## src/rtl/uart_pkg.sv

```systemverilog
// uart_pkg: shared FSM state type and byte/word default constants for the UART receive path.
package uart_pkg;
    typedef enum logic [1:0] {IDLE, COLLECT, CHECK} rx_asm_state_t;
    localparam int BYTE_W            = 8;
    localparam int NUM_BYTES_DEF     = 8;
    localparam int TIMEOUT_TICKS_DEF = 160;
endpackage

```

## src/rtl/rx_word_outreg.sv

```systemverilog
// rx_word_outreg: holds the assembled word with valid/ready handshake and sticky overrun detection.
module rx_word_outreg #(
    parameter int W = 64
) (
    input  logic         clk,
    input  logic         rst,
    input  logic         i_load,
    input  logic [W-1:0] i_word,
    input  logic         i_ready,
    output logic [W-1:0] o_word,
    output logic         o_valid,
    output logic         o_overrun
);
    logic w_accept;
    assign w_accept = !o_valid || i_ready;
    always_ff @(posedge clk) begin
        if (rst) begin
            o_word    <= '0;
            o_valid   <= 1'b0;
            o_overrun <= 1'b0;
        end else if (i_load && w_accept) begin
            o_word  <= i_word;
            o_valid <= 1'b1;
        end else if (i_load) begin
            o_overrun <= 1'b1;
        end else if (o_valid && i_ready) begin
            o_valid <= 1'b0;
        end
    end
endmodule

```

## src/rtl/uart_rx_word_assembler.sv

```systemverilog
// uart_rx_word_assembler: packs NUM_BYTES received bytes little-endian into one word with timeout resync.
// Optional RX_CHECKSUM_EN adds a trailing XOR checksum byte (CHECK state, chk_err pulse).
module uart_rx_word_assembler
    import uart_pkg::*;
#(
    parameter int NUM_BYTES     = NUM_BYTES_DEF,
    parameter int TIMEOUT_TICKS = TIMEOUT_TICKS_DEF,
    parameter int CNT_W         = $clog2(NUM_BYTES + 1)
) (
    input  logic                        sys_clk,
    input  logic                        rst,
    input  logic                        tick,
    input  logic [BYTE_W-1:0]           byte_in,
    input  logic                        byte_valid,
    output logic [NUM_BYTES*BYTE_W-1:0] word_out,
    output logic                        word_valid,
    input  logic                        word_ready,
    output logic                        busy,
    output logic [CNT_W-1:0]            byte_count,
    output logic                        overrun,
    output logic                        timeout_err
`ifdef RX_CHECKSUM_EN
    ,
    output logic                        chk_err
`endif
);
    localparam int TICK_W = $clog2(TIMEOUT_TICKS + 1);
    localparam int WORD_W = NUM_BYTES * BYTE_W;
`ifdef RX_CHECKSUM_EN
    localparam int STORE_N = NUM_BYTES;
`else
    // the last byte goes straight from byte_in into the output register
    localparam int STORE_N = NUM_BYTES - 1;
`endif

    rx_asm_state_t               r_state, w_state_nxt;
    logic [CNT_W-1:0]            r_cnt, w_cnt_nxt;
    logic [STORE_N*BYTE_W-1:0]   r_shift;
    logic [TICK_W-1:0]           r_tick_cnt;
    logic                        r_timeout_err;
    logic                        w_timeout, w_tmo_hit, w_load;
    logic [WORD_W-1:0]           w_word;
`ifdef RX_CHECKSUM_EN
    logic                        r_chk_err, w_chk_err;
    logic [BYTE_W-1:0]           w_xor;
    always_comb begin
        w_xor = '0;
        for (int k = 0; k < NUM_BYTES; k++) w_xor = w_xor ^ r_shift[BYTE_W*k +: BYTE_W];
    end
    assign w_word  = r_shift;
    assign chk_err = r_chk_err;
`else
    assign w_word = {byte_in, r_shift};
`endif

    assign w_tmo_hit = (r_tick_cnt == TICK_W'(TIMEOUT_TICKS)) && !byte_valid;

    always_ff @(posedge sys_clk) begin
        if (rst) r_state <= IDLE;
        else     r_state <= w_state_nxt;
    end

    always_comb begin
        w_state_nxt = r_state;
        w_cnt_nxt   = r_cnt;
        w_load      = 1'b0;
        w_timeout   = 1'b0;
`ifdef RX_CHECKSUM_EN
        w_chk_err   = 1'b0;
`endif
        case (r_state)
            IDLE: begin
                if (byte_valid) begin
                    w_cnt_nxt   = CNT_W'(1);
                    w_state_nxt = COLLECT;
                end
            end
            COLLECT: begin
                if (byte_valid && r_cnt == CNT_W'(NUM_BYTES - 1)) begin
`ifdef RX_CHECKSUM_EN
                    w_cnt_nxt   = r_cnt + 1'b1;
                    w_state_nxt = CHECK;
`else
                    w_load      = 1'b1;
                    w_cnt_nxt   = '0;
                    w_state_nxt = IDLE;
`endif
                end else if (byte_valid) begin
                    w_cnt_nxt = r_cnt + 1'b1;
                end else if (w_tmo_hit) begin
                    w_timeout   = 1'b1;
                    w_cnt_nxt   = '0;
                    w_state_nxt = IDLE;
                end
            end
`ifdef RX_CHECKSUM_EN
            CHECK: begin
                if (byte_valid) begin
                    w_load      = byte_in == w_xor;
                    w_chk_err   = byte_in != w_xor;
                    w_cnt_nxt   = '0;
                    w_state_nxt = IDLE;
                end else if (w_tmo_hit) begin
                    w_timeout   = 1'b1;
                    w_cnt_nxt   = '0;
                    w_state_nxt = IDLE;
                end
            end
`endif
            default: begin
                w_cnt_nxt   = '0;
                w_state_nxt = IDLE;
            end
        endcase
    end

    always_ff @(posedge sys_clk) begin
        if (rst) begin
            r_cnt         <= '0;
            r_shift       <= '0;
            r_tick_cnt    <= '0;
            r_timeout_err <= 1'b0;
`ifdef RX_CHECKSUM_EN
            r_chk_err     <= 1'b0;
`endif
        end else begin
            r_cnt         <= w_cnt_nxt;
            r_timeout_err <= w_timeout;
`ifdef RX_CHECKSUM_EN
            r_chk_err     <= w_chk_err;
`endif
            r_tick_cnt    <= (byte_valid || w_state_nxt == IDLE) ? '0 :
                             (tick && r_tick_cnt != TICK_W'(TIMEOUT_TICKS)) ? r_tick_cnt + 1'b1 : r_tick_cnt;
            for (int k = 0; k < STORE_N; k++)
                if (byte_valid && r_cnt == CNT_W'(k)) r_shift[BYTE_W*k +: BYTE_W] <= byte_in;
        end
    end

    assign byte_count  = r_cnt;
    assign busy        = r_cnt != '0;
    assign timeout_err = r_timeout_err;

    rx_word_outreg #(.W(WORD_W)) u_outreg (
        .clk       (sys_clk),
        .rst       (rst),
        .i_load    (w_load),
        .i_word    (w_word),
        .i_ready   (word_ready),
        .o_word    (word_out),
        .o_valid   (word_valid),
        .o_overrun (overrun)
    );
endmodule

```

## config.mk

```make
export PLATFORM = sky130hd
export DESIGN_NAME = uart_rx_word_assembler
export DESIGN_NICKNAME = d
export VERILOG_FILES = /design/src/rtl/uart_pkg.sv /design/src/rtl/rx_word_outreg.sv /design/src/rtl/uart_rx_word_assembler.sv
export SDC_FILE = /design/constraint.sdc
export NUM_CORES = 1
export LEC_CHECK = 0
export CAP_MARGIN = 20
export CORE_ASPECT_RATIO = 1.4
export CORE_MARGIN = 4
export CORE_UTILIZATION = 54
export DETAILED_ROUTE_END_ITERATION = 8
export PLACE_DENSITY = 0.79
export SYNTH_ARGS = -nofsm -noshare
export SYNTH_HDL_FRONTEND = slang
export SYNTH_SLANG_ARGS = --single-unit
```

## constraint.sdc

```tcl
create_clock -name sys_clk -period 2 [get_ports sys_clk]
set_input_delay 0.4 -clock sys_clk [delete_from_list [all_inputs] [get_ports sys_clk]]
set_output_delay 0.4 -clock sys_clk [all_outputs]
set_load 0.005 [all_outputs]
```

==> reports/results.txt <==
Largest family of logic cells by synthesized area = simple AND/OR/NAND/NOR gates
Number of setup violations in the final report = 0
Floorplan row count = 44
RSZ-0062 raised after global routing = no
Initial drt markers = 223
Synth Cell Area = 5800 um^2
CP bufs+invs = 1
Finished Core Util = 0.699
Cells after DPL = 790
First-pass GRT wire length = 20700 um
Dpl hpwl = 8200 um
Peak supply drop = 0.000714 V
Ys async rst share = 0
Worst Path Max Fanout = 17
I/O Buffers = 84
Drc violations = 0
Nature of the critical path startpoint = flip-flop
Vias per cell = 5.23
Initial Util = 0.554
Syn nets = 607
Commonest non-fill, non-tap cell in the layout = dfxtp_1
Slew headroom = 0.640
Final Max Tran Viols = 0
Post-route minimum period = 1900 ps
Prevailing post-synth register cell = dfxtp_1
Fin. Hold Viols = 0
Setup TNS = 0 ps
Ant. Diodes = 0
Proportion of synthesized area in mux cells = 0.167
Register area share after synthesis = 0.473
Seq cells post-synth = 137
Layout cell share with drive strength beyond 1 = 0.0894
Fillers = 797
PD cells = 802 nW/um^2
Yosys warnings = 0
CP delay by family, top = buffers and inverters
WL met3 = 717 um
GRT overflow = 0
Syn_area_per_cell = 9.86 um^2
Drt pass-1 iters = 5
CP cell instances = clkdlybuf4s50_1
WL met2 = 6300 um
Clk slew on worst S/H paths = 50 ps
Die height = 131 um
Highest routed layer = met4
Slowest CP cell = clkdlybuf4s50_1
Slew @ Worst Pin = 538 ps
Longest Clk Path Bufs = 2
CTS root buf = clkbuf_16
Crit. End Element = output pin
Crit path largest cell delay = 590 ps
Worst EP required = 1600 ps
CP Class = flip-flop to output pin
IO Pins = 85
Yosys cell types = 42
Initial antenna violation count = 0
Outcome = finished, final reports clean
GR Util All Layers = 0.214
Clock tree sinks = 137
Clock Latency Late Sink = 410 ps
Compound-Gate Fraction of Synth Area = 0.0457
Layout Nets = 691
LEAKAGE = 2.43 nW
Die Wd = 95.6 um
Area added between synthesis and finish = 26.1%
Core ar. = 10500 um^2
Final ANT Viol Nets = 0
Vias = 4288
CTS tree = yes
Avg WL per Cell = 15.3 um
Crit path DAT = 1500 ps
Total power = 5.86 mW
Post-Layout Cell Count = 820
Final WL = 12500 um
Final setup skew = 5.92 ps
Routability cong. = 0.868
Max Freq = 527 MHz
DRT met1 WL = 5300 um
Most frequent cells in the layout = dfxtp_1 (133), nand2b_1 (128), mux2i_1 (97)
Num CTS Buffers = 17
EDFF count, synth = 0
Final worst path period share = 0.949
Adder-cell share of the synthesized area = 0.0129
Max-Cap Viols = 0
Xor/xnor share of the synthesized area = 0.00604
Min-Delay Path Class = primary input to flip-flop
Number of global-route vias before repair = 4369
Post-Syn Instances = 588
Synth Area in Simple Gates = 0.243
Die area = 12500 um^2
Largest net degree at the start of global routing = 126
H-Tree Depth = 4
## power by group
group	switching (mW)	leakage [nW]	internal, mW
Clock	1.06	0.266	1.82
Combinational	0.123	1.05	0.105
Sequential	0.0123	1.11	2.75
## cell type report
cell class | instances | area (um^2) | area share
clock buffers | 26 | 499 | 0.0683
repair buffers | 104 | 1040 | 0.142
flip-flops and latches | 137 | 2750 | 0.377
inverters | 6 | 22.5 | 0.00308
clock inverters | 3 | 40.0 | 0.00548
multi-input cells | 406 | 2790 | 0.381
well taps | 138 | 173 | 0.0236
## metal layers
layer	vias up	track usage
met5	-	0
met4	0	0.0796
met3	16	0.0556
met2	117	0.359
met1	2039	0.264
li1	2116	-
## synth_stat cells (2+ instances only)
cell      number  share of area
ha_1           6          0.013
or3_1          3         0.0032
nand4b_1       3         0.0045
o21ai_0        8         0.0069
inv_1          6         0.0039
buf_1          2         0.0013
dfxtp_1      137           0.47
and4bb_2       2         0.0043
mux2i_1       97           0.17
buf_2         10         0.0086
clkbuf_1      18          0.012
nand2b_1     128           0.14
and4b_1        3         0.0052
nand4_1        4         0.0043
nand2_1       53          0.034
nor4bb_1       2         0.0035
and3b_1        2         0.0030
a31oi_1        2         0.0022
o221a_2        2         0.0039
xor2_1         3         0.0045
nor2_1        41          0.027
buf_4          2         0.0026
nor4_1         2         0.0022
a21oi_1       29          0.025
buf_12         6          0.021
## registers in the layout, summed over array words and instances (netlist names)
name,flops
byte_count,4
u_outreg.o_word,64
r_tick_cnt,8
u_outreg.o_valid,1
u_outreg.o_overrun,1
r_shift,56
timeout_err,1
r_state,2
## metrics by stage
stage	area (um^2)	hold slack, ps	setup WS (ps)
after CTS	7310	350	99.4
after global routing	7310	384	24.6
after detailed placement	6750	448	-47.4
after global placement	6750	442	-12.2
final	7310	359	103
after floorplan	5800	437	342
## path summary, 6_finish.rpt
check / from / endpoint / slack, ps / depth (start not counted)
worst max-delay path: byte_count[3] / byte_count[3] / 100 / 1
worst min-delay path: rst / r_shift[17] / 360 / 2
worst max register to register: byte_count[0] / u_outreg.o_word[19] / 130 / 7
worst min register to register: r_shift[39] / r_shift[39] / 460 / 2
## worst reg2reg max path, delay by kind of cell, from the launching register on
kind                       cells  cell delay (ps)
buffers and inverters          3              560
adders and majority gates      1              170
DFF                            1              350
muxes                          1              220
and+or+nand+nor                2              500
## timing repair
item	in CTS	in global routing
endpoints found under the setup margin	2	0
gates resized for setup	8	0
setup buffers	1	0
hold buffers	0	0
## cells by family (layout without fill, tap and decap cells)
kind of cell / count (synthesis) / in the layout
buffers and inverters: 45 / 139
AOI/OAI and AO/OA: 46 / 46
DFF: 137 / 137
and+or+nand+nor: 252 / 252
adders and majority gates: 6 / 6
xor gates and xnor gates: 4 / 4
other: 1 / 1
muxes: 97 / 97
No activity file was read; power rests on OpenSTA's default activity.
